File: config.mk
export PLATFORM = sky130hd
export DESIGN_NAME = hdr_frame_writer
export DESIGN_NICKNAME = d
export VERILOG_FILES = /design/src/rtl/hdr_pkg.sv /design/src/rtl/hdr_sync_fifo.sv /design/src/rtl/hdr_frame_writer.sv
export SDC_FILE = /design/constraint.sdc
export NUM_CORES = 1
export LEC_CHECK = 0
export CORE_AREA = 4 4 287 289
export CTS_BUF_LIST = sky130_fd_sc_hd__clkbuf_8 sky130_fd_sc_hd__clkbuf_16
export DETAILED_ROUTE_END_ITERATION = 6
export DIE_AREA = 0 0 291 293
export PLACE_DENSITY = 0.79
export SLEW_MARGIN = 20
export SYNTH_ARGS = -nofsm -noshare
export SYNTH_HDL_FRONTEND = slang
export SYNTH_HIERARCHICAL = 1
export SYNTH_SLANG_ARGS = --single-unit
File: constraint.sdc
create_clock -name clk_133M -period 11.8 [get_ports clk_133M]
set_input_delay 3.54 -clock clk_133M [delete_from_list [all_inputs] [get_ports clk_133M]]
set_output_delay 3.54 -clock clk_133M [all_outputs]
set_load 0.005 [all_outputs]
File: src/rtl/hdr_pkg.sv
// hdr_pkg: shared definitions for the HDR frame write engine.
//   - default data / address widths
//   - write FSM state encoding (IDLE, ISSUE, GAP)
//   - buf_base(): start address of frame buffer idx in the ring
package hdr_pkg;

    localparam int unsigned HDR_DATA_W = 128;
    localparam int unsigned HDR_ADDR_W = 25;

    // Write FSM state encoding
    typedef logic [1:0] hdr_state_t;
    localparam hdr_state_t ST_IDLE  = 2'd0;
    localparam hdr_state_t ST_ISSUE = 2'd1;
    localparam hdr_state_t ST_GAP   = 2'd2;

    // base(i) = base0 + i*stride; the caller truncates to its address width
    function automatic logic [63:0] buf_base(input logic [63:0] base0,
                                             input logic [63:0] stride,
                                             input logic [31:0] idx);
        return base0 + stride * {32'd0, idx};
    endfunction

endpackage

File: src/rtl/hdr_sync_fifo.sv
// hdr_sync_fifo: single-clock first-word-fall-through FIFO.
// Ports:
//   clk_133M, rst_133M : clock, asynchronous active-high reset (discards contents)
//   push, push_data    : write request / word (ignored while full)
//   pop, pop_data      : read request (ignored while empty) / head word
//   full               : registered, occupancy == DEPTH
//   count              : registered occupancy, $clog2(DEPTH)+1 bits
module hdr_sync_fifo #(
    parameter int unsigned WIDTH = 8,
    parameter int unsigned DEPTH = 8
) (
    input  logic                     clk_133M,
    input  logic                     rst_133M,
    input  logic                     push,
    input  logic [WIDTH-1:0]         push_data,
    input  logic                     pop,
    output logic [WIDTH-1:0]         pop_data,
    output logic                     full,
    output logic [$clog2(DEPTH):0]   count
);

    localparam int unsigned AW = $clog2(DEPTH);
    localparam int unsigned CW = AW + 1;

    logic [WIDTH-1:0] mem [DEPTH];
    logic [AW-1:0]    wr_ptr;
    logic [AW-1:0]    rd_ptr;
    logic             push_ok;
    logic             pop_ok;
    logic [CW-1:0]    count_nxt;

    assign push_ok   = push & ~full;
    assign pop_ok    = pop & (count != '0);
    assign count_nxt = count + CW'(push_ok) - CW'(pop_ok);
    assign pop_data  = mem[rd_ptr];

    // Storage needs no reset: pointers and count define what is valid
    always_ff @(posedge clk_133M) begin
        if (push_ok) mem[wr_ptr] <= push_data;
    end

    // Pointers, occupancy and full flag
    always_ff @(posedge clk_133M or posedge rst_133M) begin
        if (rst_133M) begin
            wr_ptr <= '0;
            rd_ptr <= '0;
            count  <= '0;
            full   <= 1'b0;
        end else begin
            if (push_ok) wr_ptr <= wr_ptr + AW'(1);
            if (pop_ok)  rd_ptr <= rd_ptr + AW'(1);
            count <= count_nxt;
            full  <= (count_nxt == CW'(DEPTH));
        end
    end

endmodule

File: src/rtl/hdr_frame_writer.sv
// hdr_frame_writer: buffers HDR pixel words and writes them to SDRAM,
// rotating through a ring of NUM_BUFS frame buffers.
// Ports:
//   clk_133M, rst_133M          : clock, asynchronous active-high reset
//   pix_data/pix_last/pix_valid : pixel word, end-of-frame tag, strobe
//   pix_ready                   : FIFO not full (words offered while full are dropped)
//   ram_busy                    : controller stall, sampled only in IDLE
//   wr_req/wr_address/wr_data   : one-cycle write request with address and data
//   frame_done                  : pulses with the wr_req of a tagged word
//   rd_buf_sel                  : most recently completed buffer
//   wrap_err                    : sticky, a frame overran FRAME_WORDS
// Optional macro HDR_WR_STATS_EN adds drop_cnt and frame_words outputs.
module hdr_frame_writer
    import hdr_pkg::*;
#(
    parameter int unsigned       DATA_W      = HDR_DATA_W,
    parameter int unsigned       ADDR_W      = HDR_ADDR_W,
    parameter int unsigned       DEPTH       = 8,
    parameter int unsigned       NUM_BUFS    = 2,
    parameter logic [ADDR_W-1:0] BUF0_BASE   = ADDR_W'(25'hE1000),
    parameter logic [ADDR_W-1:0] BUF_STRIDE  = ADDR_W'(25'h25800),
    parameter int unsigned       ADDR_STEP   = 4,
    parameter int unsigned       FRAME_WORDS = 38400,
    parameter int unsigned       GAP_CYCLES  = 1
) (
    input  logic                 clk_133M,
    input  logic                 rst_133M,
    input  logic [DATA_W-1:0]    pix_data,
    input  logic                 pix_last,
    input  logic                 pix_valid,
    output logic                 pix_ready,
    input  logic                 ram_busy,
    output logic                 wr_req,
    output logic [ADDR_W-1:0]    wr_address,
    output logic [DATA_W-1:0]    wr_data,
    output logic                 frame_done,
    output logic [1:0]           rd_buf_sel,
    output logic                 wrap_err
`ifdef HDR_WR_STATS_EN
    ,
    output logic [15:0]                      drop_cnt,
    output logic [$clog2(FRAME_WORDS):0]     frame_words
`endif
);

    localparam int unsigned WC_W     = $clog2(FRAME_WORDS) + 1;
    localparam int unsigned CNT_W    = $clog2(DEPTH) + 1;
    localparam int unsigned GAP_W    = (GAP_CYCLES > 2) ? $clog2(GAP_CYCLES - 1) : 1;
    localparam int unsigned GAP_LOAD = (GAP_CYCLES > 1) ? GAP_CYCLES - 2 : 0;

    logic [DATA_W:0]     fifo_rd;
    logic                fifo_full;
    logic [CNT_W-1:0]    fifo_count;
    logic                pop_c;
    hdr_state_t          state;
    hdr_state_t          state_nxt;
    logic [GAP_W-1:0]    gap_cnt;
    logic [WC_W-1:0]     word_cnt;
    logic [1:0]          wr_buf;
    logic [ADDR_W-1:0]   addr_c;

    // Word FIFO; MSB carries the end-of-frame tag
    hdr_sync_fifo #(
        .WIDTH (DATA_W + 1),
        .DEPTH (DEPTH)
    ) u_fifo (
        .clk_133M  (clk_133M),
        .rst_133M  (rst_133M),
        .push      (pix_valid),
        .push_data ({pix_last, pix_data}),
        .pop       (pop_c),
        .pop_data  (fifo_rd),
        .full      (fifo_full),
        .count     (fifo_count)
    );

    assign pix_ready = ~fifo_full;

    // Address of the next word: buffer base plus word offset
    assign addr_c = ADDR_W'(buf_base(64'(BUF0_BASE), 64'(BUF_STRIDE), 32'(wr_buf))
                    + 64'(word_cnt) * 64'(ADDR_STEP));

    // State register and gap counter
    always_ff @(posedge clk_133M or posedge rst_133M) begin
        if (rst_133M) begin
            state   <= ST_IDLE;
            gap_cnt <= '0;
        end else begin
            state <= state_nxt;
            if (state == ST_ISSUE)    gap_cnt <= GAP_W'(GAP_LOAD);
            else if (state == ST_GAP) gap_cnt <= gap_cnt - GAP_W'(1);
        end
    end

    // Next state. The IDLE cycle in which the next request is decided is the
    // last of the GAP_CYCLES idle cycles, so GAP itself spans GAP_CYCLES-1
    // cycles and peak rate is one write per 1+GAP_CYCLES cycles.
    always_comb begin
        state_nxt = state;
        pop_c     = 1'b0;
        case (state)
            ST_IDLE: begin
                if ((fifo_count != '0) && !ram_busy) begin
                    state_nxt = ST_ISSUE;
                    pop_c     = 1'b1;
                end
            end
            ST_ISSUE: state_nxt = (GAP_CYCLES > 1) ? ST_GAP : ST_IDLE;
            ST_GAP:   if (gap_cnt == '0) state_nxt = ST_IDLE;
            default:  state_nxt = ST_IDLE;
        endcase
    end

    // Request outputs and buffer bookkeeping, all updated on the pop edge
    always_ff @(posedge clk_133M or posedge rst_133M) begin
        if (rst_133M) begin
            wr_req     <= 1'b0;
            wr_address <= BUF0_BASE;
            wr_data    <= '0;
            frame_done <= 1'b0;
            rd_buf_sel <= 2'(NUM_BUFS - 1);
            wrap_err   <= 1'b0;
            word_cnt   <= '0;
            wr_buf     <= '0;
        end else if (pop_c) begin
            wr_req     <= 1'b1;
            wr_address <= addr_c;
            wr_data    <= fifo_rd[DATA_W-1:0];
            frame_done <= fifo_rd[DATA_W];
            if (fifo_rd[DATA_W]) begin
                word_cnt   <= '0;
                rd_buf_sel <= wr_buf;
                wr_buf     <= (wr_buf == 2'(NUM_BUFS - 1)) ? 2'd0 : wr_buf + 2'd1;
            end else if (word_cnt == WC_W'(FRAME_WORDS - 1)) begin
                // Overrun: stay in this buffer, restart at its base
                word_cnt <= '0;
                wrap_err <= 1'b1;
            end else begin
                word_cnt <= word_cnt + WC_W'(1);
            end
        end else begin
            wr_req     <= 1'b0;
            frame_done <= 1'b0;
        end
    end

`ifdef HDR_WR_STATS_EN
    // Saturating drop counter and word count of the last completed frame
    always_ff @(posedge clk_133M or posedge rst_133M) begin
        if (rst_133M) begin
            drop_cnt    <= '0;
            frame_words <= '0;
        end else begin
            if (pix_valid && fifo_full && (drop_cnt != 16'hFFFF))
                drop_cnt <= drop_cnt + 16'd1;
            if (pop_c && fifo_rd[DATA_W])
                frame_words <= word_cnt + WC_W'(1);
        end
    end
`endif

endmodule

==> metrics, run 1 <==
clock tree buffer depth=3; hold violation count in the final report=0; HPWL Detailed=53.35 mm; global-route track usage on met3=4.429%; initial antenna violation count=27; layer carrying the most global-route usage=met2; part of the Yosys area used for sequential elements=75.92%; Worst Path Required=12.08 ns; count of state elements after synthesis=1,215; critical-path cell list=clkdlybuf4s50_1 > nor2b_1 > nand2_1 > nor2_4 > buf_4; per-cell routed wire length=25.70 microns; std cell rows=104; RSZ-0062 raised after global routing=no; global router's overall resource usage=23.34%; number of search-and-repair iterations in the first detailed-routing pass=5; largest area contributor in the netlist=edfxtp_1; critical path peak fanout=57; number of buffers added for setup after CTS=0; worst-case headroom to the max-slew limit=20.93%; wirelength, routed=99.26 mm; IO Port Bufs=285; most used flip-flop cell after synthesis=edfxtp_1; sort of element at the start of the critical path=primary input; H-Tree Level Count=3; total number of vias=22,835; initial cell density of the core=58.65%; synth unique cells=56; Synth top area share=66.13%; # clock sinks=1,215; routability cong.=0.8451; leakage power summed over all cells=19.12 nW; # DRC=0; final worst-path cycle share=54.45%; share of total power consumed by net switching=28.47%; Post-Syn Area=46,860 sq um; leading cell types by total area after synthesis=edfxtp_1 66%, mux4_2 9.5%, dfrtp_1 9.5%; DRC violation total after the first TritonRoute iteration=2,396; share of post-route cells with drive strength above 1=19.60%; sequential fraction of design power=44.4%; Synth async-reset ratio=15.06%; Warnings, synthesis=6; Fin Clk Skew=0.01550 ns; first-pass GRT wire length=150.4 mm; total power after layout=13.27 mW; Global Route met1 Usage=31.00%; Fill cells=4,829; die outline height=293 microns; cell internal power dissipation=9.491 mW; TritonCTS clock tree=built; element type at the critical path end=flip-flop; Psw=3.778 mW; Vias per Instance=5.911; area occupied by registers=35,590 sq um; summed negative setup slack over all endpoints=0 ns; clock root buffer master=clkbuf_16; Gate power share=28.4%; data arrival time of the worst path=6.70 ns; CTS clock-pin slew for the worst setup and hold paths=0.06 ns; pwr dens=243.1 nW/um^2; total number of nets in the final design=2,844; sum of overflow across all layers after global routing=0; highest-delay cell along the critical path=nor2_4; die area=85,260 sq um; total count of max-transition violations in the final report=0; Tmin final=6.425 ns; maximum number of pins on one net before global-route repair=170; Layout Cell Area excl Fill=54,590 sq um; result of the run=finished clean; number of buffers inserted by hold repair at cts=0; fraction of power consumed by the clock network=27.2%; clock latency reported for the late side of the worst-skew pair=0.67 ns; synthesized area per cell=19.78 sq um; number of clock buffers inserted by TritonCTS=115; area of the core=79,900 sq um; Cell Area, Placed=50,690 sq um; I/O Pins=292; maximum single-stage delay on the critical path=0.95 ns; antenna-violating nets left=0; worst min-delay path class=flip-flop to flip-flop; critical path class=primary input to flip-flop; Gate Count Post-Synth=2,369; total of max-cap violations=0; multi-input gate area in the final layout=10,540 sq um; Post-synth EDFFs=1,032; vias in the first global route=23,890; synth-to-layout area growth=16.50%; die width=291 microns; PostCTS Resize Cnt=0; Worst Tran Pin Value=1.186 ns; met2 usage=38.89%; maximum ir drop on the vdd rail=0.1877 mV; number of endpoints failing setup at the final stage=0; highest clock rate=0.1556 GHz
==> power by group through the flow <==
stage	Sequential (mW)	Clock [mW]	Combinational (mW)
detailed placement	5.97	0	3.76
CTS	5.90	3.66	3.80
global route	5.97	3.87	4.05
finish	5.90	3.61	3.76
floorplan	5.90	0	2.53
global placement	5.92	0	3.69
==> flip-flops by register name, summed over array words and instances, names as in the netlist <==
register and count:
wr_address 19, word_cnt 17, wr_data 128, u_fifo/mem 1032, wrap_err 1, u_fifo/count 4
state 1, u_fifo/wr_ptr 3, wr_buf 2, frame_done 1, wr_req 1, u_fifo/rd_ptr 3
u_fifo/full 1, rd_buf_sel 2
==> final timing paths <==
kind / startpoint / to / slack, ns / cells past startpoint
setup / recovery: pix_valid / u_fifo/mem[5][116] / 5.38 / 5
hold / removal: wr_data[113] / wr_data[113] / 0.47 / 2
setup reg to reg: u_fifo/count[1] / u_fifo/full / 7.49 / 12
hold reg to reg: wr_data[113] / wr_data[113] / 0.47 / 2
max in group asynchronous: rst_133M / wr_data[103] / 7.08 / 4
min in group asynchronous: rst_133M / u_fifo/count[2] / 3.33 / 2
==> cells in the mapped netlist, types with 3 or more instances <==
cell type / instances
inv_1: 34
buf_4: 6
nand4_1: 5
nor3_1: 5
dfrtp_1: 178
nand3_1: 9
buf_6: 23
xor2_1: 7
edfxtp_1: 1032
buf_1: 15
a21o_1: 4
buf_2: 39
nand2_1: 442
ha_1: 27
nor4_2: 3
xnor2_1: 5
or3_1: 9
mux2_2: 131
nand2b_1: 5
dfstp_2: 5
nor2_1: 12
mux4_2: 198
o21ai_0: 27
mux4_1: 60
clkbuf_1: 30
a21oi_1: 18
==> final cells by class <==
cell class              count  share of cell area, %
well taps                1060                  2.430
clock inverters            88                  1.164
flip-flops and latches   1215                  65.19
multi-input cells        1007                  19.30
diodes                     22                 0.1009
repair buffers            308                  5.829
clock buffers             128                  5.723
inverters                  35                 0.2636
==> critical path: cells and delay by family <==
family        cells  cell delay [ns]
simple gates      3             1.74
buf+inv           2             1.37
==> cell families after synthesis <==
| group | Yosys count | synth area share, % |
|---|---|---|
| compound gates | 63 | 0.7984 |
| xor+xnor | 12 | 0.2243 |
| fa+ha+maj | 29 | 0.8064 |
| buf+inv | 152 | 1.792 |
| flops | 1215 | 75.92 |
| mux | 390 | 16.05 |
| other cells | 1 | 0.008003 |
| simple gates | 507 | 4.400 |
==> per-stage QoR <==
stage	setup slack (ns)	utilization, %	hold WS [ns]	cells
2_1_floorplan	1.755	-	0.4482	2374
3_3_place_gp	4.631	63.45	0.4500	3622
3_5_place_dp	4.486	63.45	0.4596	3622
4_1_cts	5.179	68.16	0.4759	3838
5_1_grt	5.226	68.31	0.4916	3857
6_report	5.375	68.32	0.4742	3863
==> per-layer routing <==
layer / vias up / wire, microns
met2: 807 / 51370
met3: 165 / 6093
li1: 9943 / -
met4: 16 / 2828
met1: 11904 / 38760
met5: - / 207
==> cells in the final DEF (no fill, tap or decap), drive strengths merged, types with 29 or more instances in the layout <==
cell / n
clkbuf: 128
clkdlybuf4s50: 285
clkinv: 44
dfrtp: 178
edfxtp: 1032
inv: 63
mux2: 131
mux4: 258
nand2: 442
o21ai: 29
(Power assumes the default switching activity.)
==> run 2, diff against run 1 <==
Settings changed: CORE_AREA 4 4 287 289 to 4 4 303 305, DIE_AREA 0 0 291 293 to 0 0 307 309, PLACE_DENSITY 0.79 to 0.75.
Clock period 11.8 ns to 5.7 ns, I/O delays scaled along.
==> run 2 against run 1 <==
Effect of this change:
- global-route usage is 2.2 points lower
- count of clock-buffer cells in the layout increased by 13
- critical endpoint is now u_fifo/full
- flip-flop and latch count unchanged
- clock power increased by 110%
- highest routed layer unchanged
- sequential share of layout area shrank 0.52 points
==> metrics, run 2 (synthesis results as in run 1) <==
layer carrying the most global-route usage=met2; std cell rows=110; total power after layout=27.67 mW; DRC violation total after the first TritonRoute iteration=1,784; RR Startpoint=u_fifo/rd_ptr[1]; Worst Tran Pin Value=1.028 ns; HPWL Detailed=53.12 mm; clock tree buffer depth=3; Fin Clk Skew=0.04670 ns; critical-path cell list=clkdlybuf4s50_1 > or3_4 > inv_6 > nand2b_1 > inv_1 > ha_1 > inv_1 > ha_1 > fa_1 > nor2_1 > nand3_1 > mux2i_1; total number of vias=22,622; initial cell density of the core=52.46%; summed negative setup slack over all endpoints=0 ns; Hold Crit Start=wr_address[12]; highest-delay cell along the critical path=fa_1; routability cong.=0.7499; CTS clock-pin slew for the worst setup and hold paths=0.06 ns; data arrival time of the worst path=4.45 ns; top library cells by usage in the layout, fill and taps aside=1,032 x edfxtp_1, 442 x nand2_1, 285 x clkdlybuf4s50_1; per-cell routed wire length=24.55 microns; IO Port Bufs=285; RSZ-0062 raised after global routing=no; die outline height=309 microns; maximum ir drop on the vdd rail=0.3628 mV; global-route track usage on met3=4.601%; Tmin final=3.858 ns; H-Tree Level Count=3; area occupied by registers=35,590 sq um; PostCTS Resize Cnt=0; critical path class=primary input to flip-flop; Setup crit start=ram_busy; Fill cells=6,014; Vias per Instance=5.674; die width=307 microns; Final Hold Slack=0.4670 ns; initial antenna violation count=32; highest clock rate=0.2592 GHz; number of endpoints failing setup at the final stage=0; worst-case headroom to the max-slew limit=31.48%; Worst Path Required=6.29 ns; multi-input gate area in the final layout=10,540 sq um; dpl cells=3,746; number of search-and-repair iterations in the first detailed-routing pass=5; result of the run=finished clean; Hold Crit Endpoint=wr_address[12]; clock root buffer master=clkbuf_16; sort of element at the start of the critical path=primary input; hold violation count in the final report=0; number of clock buffers inserted by TritonCTS=116; setup slack after placement=1.156 ns; vias in the first global route=24,407; maximum single-stage delay on the critical path=0.47 ns; Most flops, register=u_fifo/mem; # clock sinks=1,215; leading cell type in the layout, fill and taps excluded=edfxtp_1; TritonCTS clock tree=built; final worst-path cycle share=67.69%; top flop regs=u_fifo/mem x1032, wr_data x128, wr_address x19; Global Route met1 Usage=26.94%; worst min-delay path class=flip-flop to flip-flop; RR Endpoint=word_cnt[15]; clock latency reported for the late side of the worst-skew pair=0.70 ns; global router's overall resource usage=21.09%; wirelength, routed=97.86 mm; first-pass GRT wire length=150.6 mm; met2 usage=36.26%; flop-to-flop setup slack=2.22 ns; total count of max-transition violations in the final report=0; number of stages on the worst hold path=2; antenna-violating nets left=0; number of flip-flops under the largest register name=1,032; total number of nets in the final design=2,850; share of post-route cells with drive strength above 1=20.67%; sum of overflow across all layers after global routing=0; number of buffers added for setup after CTS=0; worst setup slack after layout=1.842 ns; synth-to-layout area growth=17.43%; # DRC=0; maximum number of pins on one net before global-route repair=177; Reg2Reg Depth=6; leakage power summed over all cells=19.27 nW; final non-filler cell total=3,987; I/O Pins=292; element type at the critical path end=flip-flop; number of buffers inserted by hold repair at cts=0; total of max-cap violations=0; pwr dens=502.9 nW/um^2; area of the core=89,320 sq um; critical path peak fanout=33; die area=94,860 sq um
-- run 2: changes by cell type in the layout (fill, tap and decap cells not counted), moves of 2 or more --
cell	change
clkbuf_8	+18
inv_1	-6
clkinvlp_4	-2
diode_2	-2
buf_12	+6
buf_16	-2
clkinv_16	+3
clkinv_1	-15
inv_6	+4
clkbuf_16	-5
clkinv_2	+9
buf_4	+2
clkinv_4	-3
clkinv_8	+2
-- run 2: worst max-delay path: cells and delay by family --
family                     cells  cell delay, ns
and+or+nand+nor                4            0.89
adders and majority gates      3            0.87
buffers and inverters          4            0.81
muxes                          1            0.15
-- run 2: worst max path at each step --
stage,endpoint,slack [ns]
finish,u_fifo/full,1.84
global route,u_fifo/full,1.70
CTS,u_fifo/full,1.88
detailed placement,u_fifo/full,1.16
global placement,u_fifo/full,1.24
floorplan,u_fifo/mem[2][0],-0.28
-- run 2: final cells by class --
| class | count | share of cell area (%) |
|---|---|---|
| timing repair buffer | 313 | 5.908 |
| inverter | 35 | 0.2547 |
| tap | 1176 | 2.674 |
| multi-input combinational | 1007 | 19.15 |
| clock buffer | 141 | 5.901 |
| antenna | 20 | 0.09096 |
| sequential | 1215 | 64.67 |
| clock inverter | 80 | 1.346 |
-- run 2: per-layer routing --
layer	vias to the layer above	wire length, microns
met3	169	5680
met4	24	2543
li1	9935	-
met5	-	150
met2	594	50260
met1	11900	39230
-- run 2: power by group --
| part | switching [mW] | internal [mW] | leakage, nW |
|---|---|---|---|
| Clock | 3.25 | 4.51 | 2.06 |
| Combinational | 3.72 | 3.94 | 5.56 |
| Sequential | 0.873 | 11.4 | 11.6 |
-- run 2: stage by stage --
| step | utilization, % | instance area [sq um] |
|---|---|---|
| 4_1_cts | 61.55 | 54970 |
| 6_report | 61.60 | 55020 |
| 3_3_place_gp | 57.08 | 50990 |
| 2_1_floorplan | - | 46920 |
| 3_5_place_dp | 57.08 | 50990 |
| 5_1_grt | 61.58 | 55010 |
